[config.mk]
export PLATFORM = sky130hd
export DESIGN_NAME = interval_timer
export DESIGN_NICKNAME = d
export VERILOG_FILES = /design/src/rtl/interval_timer.sv
export SDC_FILE = /design/constraint.sdc
export NUM_CORES = 1
export LEC_CHECK = 0
export ABC_CLOCK_PERIOD_IN_PS = 2500
export CAP_MARGIN = 10
export CELL_PAD_IN_SITES_DETAIL_PLACEMENT = 1
export CELL_PAD_IN_SITES_GLOBAL_PLACEMENT = 2
export CORE_MARGIN = 4
export CORE_UTILIZATION = 31
export DETAILED_ROUTE_END_ITERATION = 16
export PLACE_DENSITY = 0.7
export SETUP_SLACK_MARGIN = 0.15
export SYNTH_ARGS = -nofsm -noshare
export SYNTH_HDL_FRONTEND = slang
export SYNTH_SLANG_ARGS = --single-unit
[constraint.sdc]
create_clock -name clk -period 2.5 [get_ports clk]
set_input_delay 0.25 -clock clk [delete_from_list [all_inputs] [get_ports clk]]
set_output_delay 0.25 -clock clk [all_outputs]
set_load 0.05 [all_outputs]
[src/rtl/interval_timer.sv]
// interval_timer: prescaled tick counter with one-shot / periodic expiry.
// A prescaler divides clk into ticks of PRESCALE cycles; the tick counter
// runs up to a latched target and emits a one-cycle count_out pulse on expiry.
// Optional feature: define INTERVAL_TIMER_PAUSE_EN to add the pause input.
module interval_timer #(
  parameter int unsigned PRESCALE = 50_000_000,
  parameter int unsigned TICK_W   = 8
) (
  input  logic              clk,
  input  logic              rst,
  input  logic              enable,
  input  logic              stop,
  input  logic              periodic,
  input  logic [TICK_W-1:0] ticks,
`ifdef INTERVAL_TIMER_PAUSE_EN
  input  logic              pause,
`endif
  output logic              count_out,
  output logic              busy,
  output logic [TICK_W-1:0] elapsed
);

  localparam int unsigned    PS_W    = $clog2(PRESCALE);
  localparam logic [PS_W-1:0] PS_LAST = PS_W'(PRESCALE - 1);

  typedef enum logic {IDLE, RUN} state_t;

  state_t            state;
  logic [PS_W-1:0]   prescaler;
  logic [TICK_W-1:0] target;
  logic              mode;
  logic              hold;

  // Freeze request from the optional pause input.
`ifdef INTERVAL_TIMER_PAUSE_EN
  assign hold = pause;
`else
  assign hold = 1'b0;
`endif

  // Control FSM, prescaler and tick counter; priority stop > restart > expiry.
  always_ff @(posedge clk or posedge rst) begin
    if (rst) begin
      state     <= IDLE;
      prescaler <= '0;
      target    <= '0;
      mode      <= 1'b0;
      elapsed   <= '0;
      busy      <= 1'b0;
      count_out <= 1'b0;
    end else begin
      count_out <= 1'b0;
      case (state)
        IDLE: begin
          if (enable && !stop && (ticks != '0)) begin
            state     <= RUN;
            busy      <= 1'b1;
            target    <= ticks;
            mode      <= periodic;
            prescaler <= '0;
            elapsed   <= '0;
          end
        end
        RUN: begin
          if (stop) begin
            state <= IDLE;
            busy  <= 1'b0;
          end else if (enable && (ticks != '0)) begin
            // A zero target cannot be latched, so a restart with ticks=0 is
            // ignored and the current interval keeps counting.
            target    <= ticks;
            mode      <= periodic;
            prescaler <= '0;
            elapsed   <= '0;
          end else if (!hold) begin
            if (prescaler == PS_LAST) begin
              prescaler <= '0;
              if (elapsed + TICK_W'(1) == target) begin
                count_out <= 1'b1;
                if (mode) begin
                  elapsed <= '0;
                end else begin
                  elapsed <= target;
                  state   <= IDLE;
                  busy    <= 1'b0;
                end
              end else begin
                elapsed <= elapsed + TICK_W'(1);
              end
            end else begin
              prescaler <= prescaler + PS_W'(1);
            end
          end
        end
        default: begin
          state <= IDLE;
          busy  <= 1'b0;
        end
      endcase
    end
  end

endmodule
==> results of run 1 <==
placed cells by master (no fill, tap or decap), drive strengths merged, types with 3 or more instances in the layout:
cell            n
o21ai          29
inv            10
or4             8
nand2          38
and3            9
nor2b           3
xor2            8
buf            30
or3             5
xnor2           8
a22o            5
a21o            5
mux2            8
and2            4
and4            5
nor4            6
nand2b          7
o31ai           4
nor3           17
nand3          21
a21oi          15
nand4           8
clkbuf          5
or4b            4
nor4b           8
dfrtp          46
nor2            9
clkdlybuf4s50  22
synth_stat cells (7+ instances only):
| cell type | number | area (sq um) |
|---|---|---|
| and3_1 | 9 | 56.3 |
| buf_2 | 9 | 45.0 |
| nand3_1 | 21 | 105 |
| nor3_1 | 17 | 85.1 |
| nand2b_1 | 7 | 43.8 |
| or4_1 | 7 | 52.6 |
| xor2_1 | 8 | 70.1 |
| inv_1 | 10 | 37.5 |
| a21oi_1 | 15 | 75.1 |
| xnor2_1 | 8 | 70.1 |
| mux2_2 | 8 | 90.1 |
| dfrtp_1 | 46 | 1150 |
| o21ai_0 | 10 | 50.1 |
| nor4b_1 | 8 | 70.1 |
| nand2_1 | 38 | 143 |
| nor2_1 | 8 | 30.0 |
| o21ai_1 | 18 | 90.1 |
power by group:
group          internal (uW)  total (uW)  leakage (uW)  switching [uW]
clock network            295         563     0.0000579             269
registers                771         823      0.000607            51.6
logic                   95.6         200      0.000764             105
total                   1160        1590       0.00143             425
per-stage QoR:
stage          instance area (sq um)  std cells  setup WS, ns
2_1_floorplan                   2910        327         0.189
3_3_place_gp                    3400        467       0.00898
3_5_place_dp                    3400        467       -0.0235
4_1_cts                         3510        475         0.162
5_1_grt                         3580        480         0.141
6_report                        3580        480         0.231
worst paths after layout:
kind / slack [ns] / from / depth (start not counted) / endpoint
worst max-delay path: 0.23 / elapsed[1] / 9 / elapsed[1]
worst min-delay path: 0.42 / rst / 3 / prescaler[0]
worst max register to register: 0.23 / elapsed[1] / 9 / elapsed[1]
worst min register to register: 0.52 / prescaler[2] / 1 / prescaler[2]
max in group asynchronous: 1.62 / rst / 3 / elapsed[2]
min in group clk: 0.52 / prescaler[2] / 1 / prescaler[2]
cell type report:
type / instances / area [sq um]
flip-flops and latches: 46 / 1160
inverters: 10 / 37.5
fillers: 1089 / 5620
repair buffers: 52 / 470
clock inverters: 3 / 40.0
multi-input cells: 253 / 1660
well taps: 111 / 139
clock buffers: 5 / 68.8
what timing repair did:
action,in CTS,in global routing
gates resized for setup,0,9
setup buffers,0,5
setup endpoints to repair,0,11
kinds of logic (layout without fill, tap and decap cells):
group                      count (synthesis)  after routing
adders and majority gates                  2              2
AOI/OAI and AO/OA                         71             71
muxes                                     10             10
xor gates and xnor gates                  16             16
buffers and inverters                     28             70
and+or+nand+nor                          154            154
DFF                                       46             46
flip-flops by register name (all words and copies together) (netlist names):
register   count
prescaler     26
state          1
busy           1
elapsed        8
count_out      1
target         8
mode           1
metal layers:
metal | track usage (%) | vias up | wire length (um)
met2 | 26.4 | 29 | 4030
met1 | 22.4 | 1336 | 4050
met4 | 2.72 | 0 | 70
li1 | - | 1292 | -
met5 | 0 | - | 0
met3 | 2.35 | 6 | 235
worst register-to-register path: stages (launching register included):
cell       delay [ns]
dfrtp_2          0.45
ha_2             0.27
buf_4            0.16
nand3_1          0.07
a21oi_1          0.23
a2111oi_2        0.06
and4_1           0.21
buf_12           0.15
or4b_1           0.51
nand3_1          0.09
==> summary.txt, run 1 <==
Logic synthesis
  • Mapped Area: ~2900 sq um
  • Syn avg cell area: approximately 8.9 sq um
  • Post-Syn Nets: between 300 and 400
  • Post-synthesis cell count: between 300 and 400
  • FF+latch count, synth: 46
  • Post-synthesis xor/xnor area fraction: around 4.8%
  • Post-synthesis mux area share: 3.79%
  • Asr flop ratio synth: 100%
  • Synth Area in Simple Gates: 31.4%
  • Synth Area in Compound Gates: between 10% and 20%
  • Post-synth EDFFs: 0
  • Post-Synth Adder-Cell Area: less than 1%
  • Post-synth top flop: dfrtp_1
  • YS warnings: 0
  • Seq/Total Area, Yosys: between 30% and 40%
  • Largest family of logic cells by synthesized area: simple AND/OR/NAND/NOR gates
  • Yosys cell types: 52

Clock tree
  • CTS tree: yes
  • CTS Hold Bufs: 0
  • Total CTS buffers: 5
  • Clock Latency Late Sink: approximately 0.30 ns
  • Worst-path clk slew: roughly 0.09 ns
  • Clock Tree Root: clkbuf_8
  • H-tree Lvls: 2
  • CTS sink cnt: 46
  • Clk buf depth: 2

Setup path
  • Worst EP required: between 2 and 3 ns
  • Crit path largest cell delay: roughly 0.5 ns
  • CP bufs+invs: 2
  • Worst Path Class, Setup: register to register
  • Critical-path cell list: ha_2, buf_4, nand3_1, a21oi_1, a2111oi_2, and4_1, buf_12, or4b_1, nand3_1
  • Max FO, Critical Path: 15
  • CP max-delay cell: or4b_1
  • Critical path endpoint category: register
  • Data arrival, critical path: 2.51 ns
  • Crit path launch type: register
  • CP most frequent cell: nand3_1
  • CP top delay family: simple AND/OR/NAND/NOR gates

Finish
  • # nets final: ~380
  • Final core utilization: roughly 39%
  • Diodes inserted: 0
  • Share of cells above drive strength 1: approximately a fifth
  • Area growth from synthesis to layout: 23.2%

Power
  • Power Density: around 440 nW/um^2
  • Leakage: roughly 0.0014 uW
  • Tot Pwr: between 1500 and 2000 uW
  • Peak supply drop: 0.276 mV

Drt
  • Routed WL: ~8.4 mm
  • Initial DRC Count: roughly 120
  • Wire length per cell: approximately 17 um
  • Post-route antenna net violation count: 0
  • DR pass1 iterations: 4
  • Via/cell ratio: between 5 and 6
  • DR DRC count: 0
  • Vias post-DR: approximately 2700

Floorplanning
  • I/O pin count: 23
  • Die area: 11000 sq um
  • Die Height: about 100 um
  • Core area: a little over 9000 sq um
  • Initial Utilization: a little under a third
  • Die X: ~100 um
  • Num rows: 35

STA
  • Final min period: roughly 2.3 ns
  • Max Slew Vio Count: 0
  • Final setup viols: 0
  • Least-Margin Pin Slew: approximately 0.75 ns
  • Final TNS setup: 0 ns
  • Slew margin rel.: roughly half
  • Final Hold Vio Count: 0
  • RSZ-0062 raised after global routing: yes
  • Hold slack: 0.416 ns
  • Layout Skew: 0.00391 ns
  • Fmax: between 0.4 and 0.5 GHz
  • Fin crit share: roughly 91%

Place
  • Routability cong.: a little under 0.8
  • IO Port Bufs: 22
  • Hpwl dp: slightly above 6 mm

Global routing
  • Largest net degree at the start of global routing: 47
  • Tot GR Track Use: 15.9%
  • Initial antenna violation count: 0
  • First-pass GRT wire length: ~14 mm
  • Total gr overflow: 0
  • Vias in the first global route: between 2000 and 3000

Min path
  • Hold Crit Class: input port to asynchronous set/reset pin

Job
  • Max-capacitance violation count: 0

Status
  • Outcome: completed
Note: power is estimated with default switching activity, not from simulation.
==> run 2, diff against run 1 <==
ABC_CLOCK_PERIOD_IN_PS = 1900   (was 2500)
PLACE_DENSITY = 0.72   (was 0.7)
SETUP_SLACK_MARGIN = 0.3   (was 0.15)
clock period = 1.9 ns   (was 2.5 ns; I/O delays follow)
==> summary.txt, run 2 (synthesized netlist as in run 1, its figures left out) <==
Status
  • Outcome: finished, violations left (was completed)
  • Failing checks: negative setup slack

Finish
  • Area growth from synthesis to layout: 66.5% (was 23.2%)
  • Diodes inserted: 0 (unchanged)
  • Most common cell after layout, fill and taps aside: buf_4 (was dfrtp_1)
  • Largest Register: prescaler (unchanged)
  • Most frequent cells in the layout: buf_4 (105), dfrtp_1 (39), nand2_1 (31), o21ai_1 (18), nand3_1 (17) (was dfrtp_1 (39), nand2_1 (38), buf_4 (28), clkdlybuf4s50_1 (22), nand3_1 (21))
  • Share of cells above drive strength 1: 49.8% (was 19.0%)
  • Top flop regs: prescaler (26), elapsed (8), target (8) (unchanged)
  • # nets final: 482 (was 383)
  • Largest register FFs: 26 (unchanged)

Clock tree
  • Total CTS buffers: 5 (unchanged)
  • H-tree Lvls: 2 (unchanged)
  • Clock Latency Late Sink: 0.31 ns (was 0.30 ns)
  • Clk buf depth: 2 (unchanged)
  • CTS Hold Bufs: 0 (unchanged)
  • CTS tree: yes (unchanged)
  • Worst-path clk slew: 0.10 ns (was 0.09 ns)
  • CTS sink cnt: 46 (unchanged)
  • Clock Tree Root: clkbuf_8 (unchanged)

STA
  • RSZ-0062 raised after global routing: yes (unchanged)
  • Fin crit share: 116% (was 90.7%)
  • Fmax: 0.455 GHz (was 0.441 GHz)
  • Setup WS post-layout: -0.299 ns (was 0.231 ns)
  • Final setup viols: 36 (was 0)
  • Layout Skew: 0.0148 ns (was 0.00391 ns)
  • Slew margin rel.: 63.3% (was 49.7%)
  • Hold slack: 0.228 ns (was 0.416 ns)
  • Final min period: 2.20 ns (was 2.27 ns)
  • Max Slew Vio Count: 0 (unchanged)
  • Final Hold Vio Count: 0 (unchanged)
  • Least-Margin Pin Slew: 0.551 ns (was 0.751 ns)

Power
  • Leakage: 0.00213 uW (was 0.00143 uW)
  • Tot Pwr: 2300 uW (was 1590 uW)
  • Peak supply drop: 0.327 mV (was 0.276 mV)
  • Power Density: 475 nW/um^2 (was 443 nW/um^2)

Global routing
  • First-pass GRT wire length: 17.1 mm (was 14.3 mm)
  • Initial antenna violation count: 0 (unchanged)
  • Tot GR Track Use: 19.2% (was 15.9%)
  • Largest net degree at the start of global routing: 47 (unchanged)
  • Total gr overflow: 0 (unchanged)
  • Vias in the first global route: 3310 (was 2757)

Setup path
  • Worst Path Class, Setup: register to register (unchanged)
  • Launch point of the worst path: prescaler[24] (was elapsed[1])
  • Critical-path cell list: or4b_4, nor4_4, buf_4, and3_4, nor2_4, buf_12, a21o_1, a22o_1 (was ha_2, buf_4, nand3_1, a21oi_1, a2111oi_2, and4_1, buf_12, or4b_1, nand3_1)
  • Max FO, Critical Path: 6 (was 15)
  • CP top delay family: simple AND/OR/NAND/NOR gates (unchanged)
  • Crit path largest cell delay: 0.56 ns (was 0.51 ns)
  • Critical path endpoint category: register (unchanged)
  • Data arrival, critical path: 2.40 ns (was 2.51 ns)
  • Crit path launch type: register (unchanged)
  • Worst EP required: 2.10 ns (was 2.74 ns)
  • CP max-delay cell: or4b_4 (was or4b_1)
  • Worst r2r src: prescaler[24] (was elapsed[1])
  • CP bufs+invs: 2 (unchanged)

Place
  • Routability cong.: 0.799 (was 0.773)
  • IO Port Bufs: 22 (unchanged)
  • Hpwl dp: 7.22 mm (was 6.23 mm)

Floorplanning
  • Die area: 11000 sq um (unchanged)
  • Core area: 9200 sq um (unchanged)
  • Die X: 105 um (unchanged)
  • I/O pin count: 23 (unchanged)
  • Initial Utilization: 31.6% (unchanged)
  • Die Height: 105 um (unchanged)
  • Num rows: 35 (unchanged)

Drt
  • Routed WL: 10.7 mm (was 8.39 mm)
  • Vias post-DR: 3111 (was 2663)
  • Post-route antenna net violation count: 0 (unchanged)
  • Initial DRC Count: 98 (was 117)
  • Via/cell ratio: 5.37 (was 5.55)
  • Wire length per cell: 18.5 um (was 17.5 um)
  • DR pass1 iterations: 4 (unchanged)
  • DR DRC count: 0 (unchanged)

Min path
  • Hold Crit Class: input port to asynchronous set/reset pin (unchanged)

Job
  • Max-capacitance violation count: 0 (unchanged)
run 2: worst paths after layout:
| check | end | slack, ns | cells after the start |
|---|---|---|---|
| worst max-delay path | prescaler[17] | -0.30 | 8 |
| worst min-delay path | busy | 0.23 | 3 |
| worst max register to register | prescaler[17] | -0.30 | 8 |
| worst min register to register | prescaler[6] | 0.54 | 1 |
| max in group asynchronous | elapsed[1] | 1.44 | 3 |
| min in group clk | target[1] | 0.24 | 2 |
run 2: repair_timing:
item / 4_1_cts / 5_1_grt
setup buffers: 16 / 7
pin swaps: 23 / 16
resized for setup: 83 / 43
cloned: 2 / 2
setup endpoints to repair: 53 / 45
run 2: cell type report:
| type | count | area [sq um] |
|---|---|---|
| Fill cell | 1026 | 4360 |
| Multi-Input combinational cell | 254 | 2040 |
| Timing Repair Buffer | 150 | 1340 |
| Sequential cell | 46 | 1160 |
| Tap cell | 111 | 139 |
| Clock buffer | 7 | 86.3 |
| Inverter | 10 | 37.5 |
| Clock inverter | 1 | 30.0 |
run 2: power breakdown:
| group | internal [uW] | switching [uW] |
|---|---|---|
| Sequential | 1010 | 58.6 |
| Clock | 430 | 365 |
| Combinational | 222 | 207 |
run 2: layer usage:
layer,track usage (%),up-vias,routed length [um]
met5,0,-,0
met2,33.9,24,5590
met4,4.40,0,155
li1,-,1493,-
met1,25.0,1579,4830
met3,2.35,15,158
run 2: through the flow:
step                worst slack (ns)  utilization (%)  instances  setup TNS (ns)  cell area (sq um)
floorplan                     -0.286                -        327           -2.02               3110
global placement              -0.429             44.6        544          -14.12               4100
detailed placement            -0.528             44.6        544          -17.35               4100
CTS                           -0.266             49.9        570           -5.70               4590
global route                  -0.374             52.6        579          -10.49               4840
finish                        -0.299             52.6        579           -7.28               4840
run 2: tightest hold or removal path: cells and delay by family:
| kind | cells | cell delay, ns |
|---|---|---|
| buf+inv | 3 | 0.73 |
==> patch, RTL diff (config.mk and constraints of run 2) <==
The option `INTERVAL_TIMER_PAUSE_EN` is turned on by a define.
--- a/src/rtl/interval_timer.sv
+++ b/src/rtl/interval_timer.sv
@@ -2,6 +2,8 @@
 // A prescaler divides clk into ticks of PRESCALE cycles; the tick counter
 // runs up to a latched target and emits a one-cycle count_out pulse on expiry.
 // Optional feature: define INTERVAL_TIMER_PAUSE_EN to add the pause input.
+`define INTERVAL_TIMER_PAUSE_EN
+
 module interval_timer #(
   parameter int unsigned PRESCALE = 50_000_000,
   parameter int unsigned TICK_W   = 8
Ports: changed (added pause); port bits go from 23 to 24. The function was not compared with the original's and may differ.
==> patch against run 2 <==
  * The flow still finishes with violations (negative setup slack)
  * Sequential cell count is the same
  * Power fell by 3.8%
  * Synthesized area decreased by 12%
  * Design area decreased by 9.6%
  * Setup slack lost 0.15 ns
  * Wire length down 17%
  * Global-route usage decreased by 0.58 points
  * Final cell count is 15% lower
  * Critical endpoint is now elapsed[3]
==> patch: results (changes against run 2) <==
status=complete, but fails checks (unchanged); violated checks=negative setup slack (unchanged); H-tree Lvls=2 (unchanged); nets=408 (was 482); Cell Area, Placed=3590 sq um (was 4100 sq um); Top Family by Delay on Critical Path=simple AND/OR/NAND/NOR gates (unchanged); clk_lat worst skew=0.31 ns (about the same); Slowest-stage cell, CP=or4_4 (was or4b_4); Pleak=1.91 nW (was 2.13 nW); largest net degree at the start of global routing=47 (unchanged); Routed WL=8930 um (was 10700 um); Syn Nets=281 (was 342); fill cell count=840 (was 1026); worst vdd ir=0.289 mV (was 0.327 mV); number of global-route vias before repair=2754 (was 3310); Critical Path AT=2.58 ns (was 2.40 ns); gpl congestion=0.786 (was 0.799); ratio of cells with drive above 1 in the final layout=52.7% (was 49.8%); post-route insts no fill=495 (was 579); Netlist cell types=53 (was 52); Mapped Cells=265 (was 327); sequential share of the synthesized area=44.8% (was 39.6%); Setup WS pre-CTS=-0.546 ns (was -0.528 ns); vias=2515 (was 3111); first-pass GRT wire length=14300 um (was 17100 um); Placed Instances=457 (was 544); HPWL after DPL=5400 um (was 7220 um); Synthesis Warnings=0 (unchanged); top cells by area, synth=dfrtp_1 (45%), xor2_1 (7.2%), xnor2_1 (4.1%) (was dfrtp_1 (40%), nand2_1 (4.9%), nand3_1 (3.6%)); relative slew slack=67.5% (was 63.3%); All-Layer GR Usage=18.6% (was 19.2%); number of I/O port buffers=23 (was 22); largest registers=prescaler x26, elapsed x8, target x8 (unchanged); Largest Register=prescaler (unchanged); Final Skew=0.0106 ns (was 0.0148 ns); drt pass-1 iters=4 (unchanged); most frequent cells after synthesis=dfrtp_1 (46), nand2_1 (23), nor2_1 (23) (was dfrtp_1 (46), nand2_1 (38), nand3_1 (21)); Final setup viols=35 (was 36); clock buffer depth=2 (unchanged); ys async rst share=100% (unchanged); Max stage delay on crit path=0.47 ns (was 0.56 ns); worst hold path type=in -> reg (was in -> async); PnR worst setup slack=-0.445 ns (was -0.299 ns); crit-path max FO=6 (unchanged); Root Driver=clkbuf_8 (unchanged); DR iter-0 viols=54 (was 98)
patch: what timing repair did:
item / CTS / global route
endpoints found under the setup margin: 56 / 46
cloned: 4 / 0
resized for setup: 113 / 36
pin swaps: 43 / 27
setup buffers: 18 / 8
patch: cells by family after synthesis:
| group | Yosys count | synth area share, % |
|---|---|---|
| xor gates and xnor gates | 33 | 11.3 |
| and+or+nand+nor | 114 | 25.3 |
| muxes | 4 | 1.70 |
| DFF | 46 | 44.8 |
| AOI/OAI and AO/OA | 45 | 12.2 |
| buffers and inverters | 21 | 3.75 |
| adders and majority gates | 2 | 0.974 |
patch: where the power goes:
group / leakage [nW] / internal (mW) / switching (mW)
logic: 1.25 / 0.217 / 0.203
clock network: 0.0579 / 0.388 / 0.359
registers: 0.609 / 1.01 / 0.0320
patch: routing by layer:
metal | GRT usage [%] | vias to the layer above | part of all wire, %
met5 | 0 | - | 0
met4 | 4.31 | 0 | 0.95
met3 | 2.76 | 6 | 2.0
met2 | 33.3 | 21 | 54
met1 | 23.5 | 1294 | 43
li1 | - | 1194 | -
patch: worst reg2reg max path: stages, from the launching register on:
cell and delay (ns):
dfrtp_2 0.44, ha_4 0.29, xnor2_2 0.11, o311a_1 0.20
o2111ai_2 0.14, or4_4 0.47, or3b_4 0.47, o21ai_1 0.16
patch: metrics by stage:
| step | total power, mW | TNS (ns) |
|---|---|---|
| after floorplan | 1.21 | -3.55 |
| after global placement | 1.34 | -17.85 |
| after detailed placement | 1.35 | -18.39 |
| after CTS | 2.21 | -4.89 |
| after global routing | 2.32 | -10.99 |
| final | 2.21 | -7.19 |
patch: layout make-up:
class	instances	share of cell area, %
multi-input combinational	199	39.9
clock inverter	3	0.915
clock buffer	5	1.57
inverter	12	1.09
tap	102	2.92
timing repair buffer	128	27.1
sequential	46	26.5
patch: worst paths after layout:
| check | start | to | slack (ns) | cells after the start |
|---|---|---|---|---|
| max | elapsed[0] | elapsed[3] | -0.45 | 7 |
| min | ticks[6] | target[6] | 0.12 | 3 |
| max reg2reg | elapsed[0] | elapsed[3] | -0.45 | 7 |
| min reg2reg | target[5] | elapsed[5] | 0.57 | 2 |
| max in group asynchronous | rst | elapsed[2] | 1.42 | 3 |
| min in group asynchronous | rst | prescaler[3] | 0.23 | 3 |
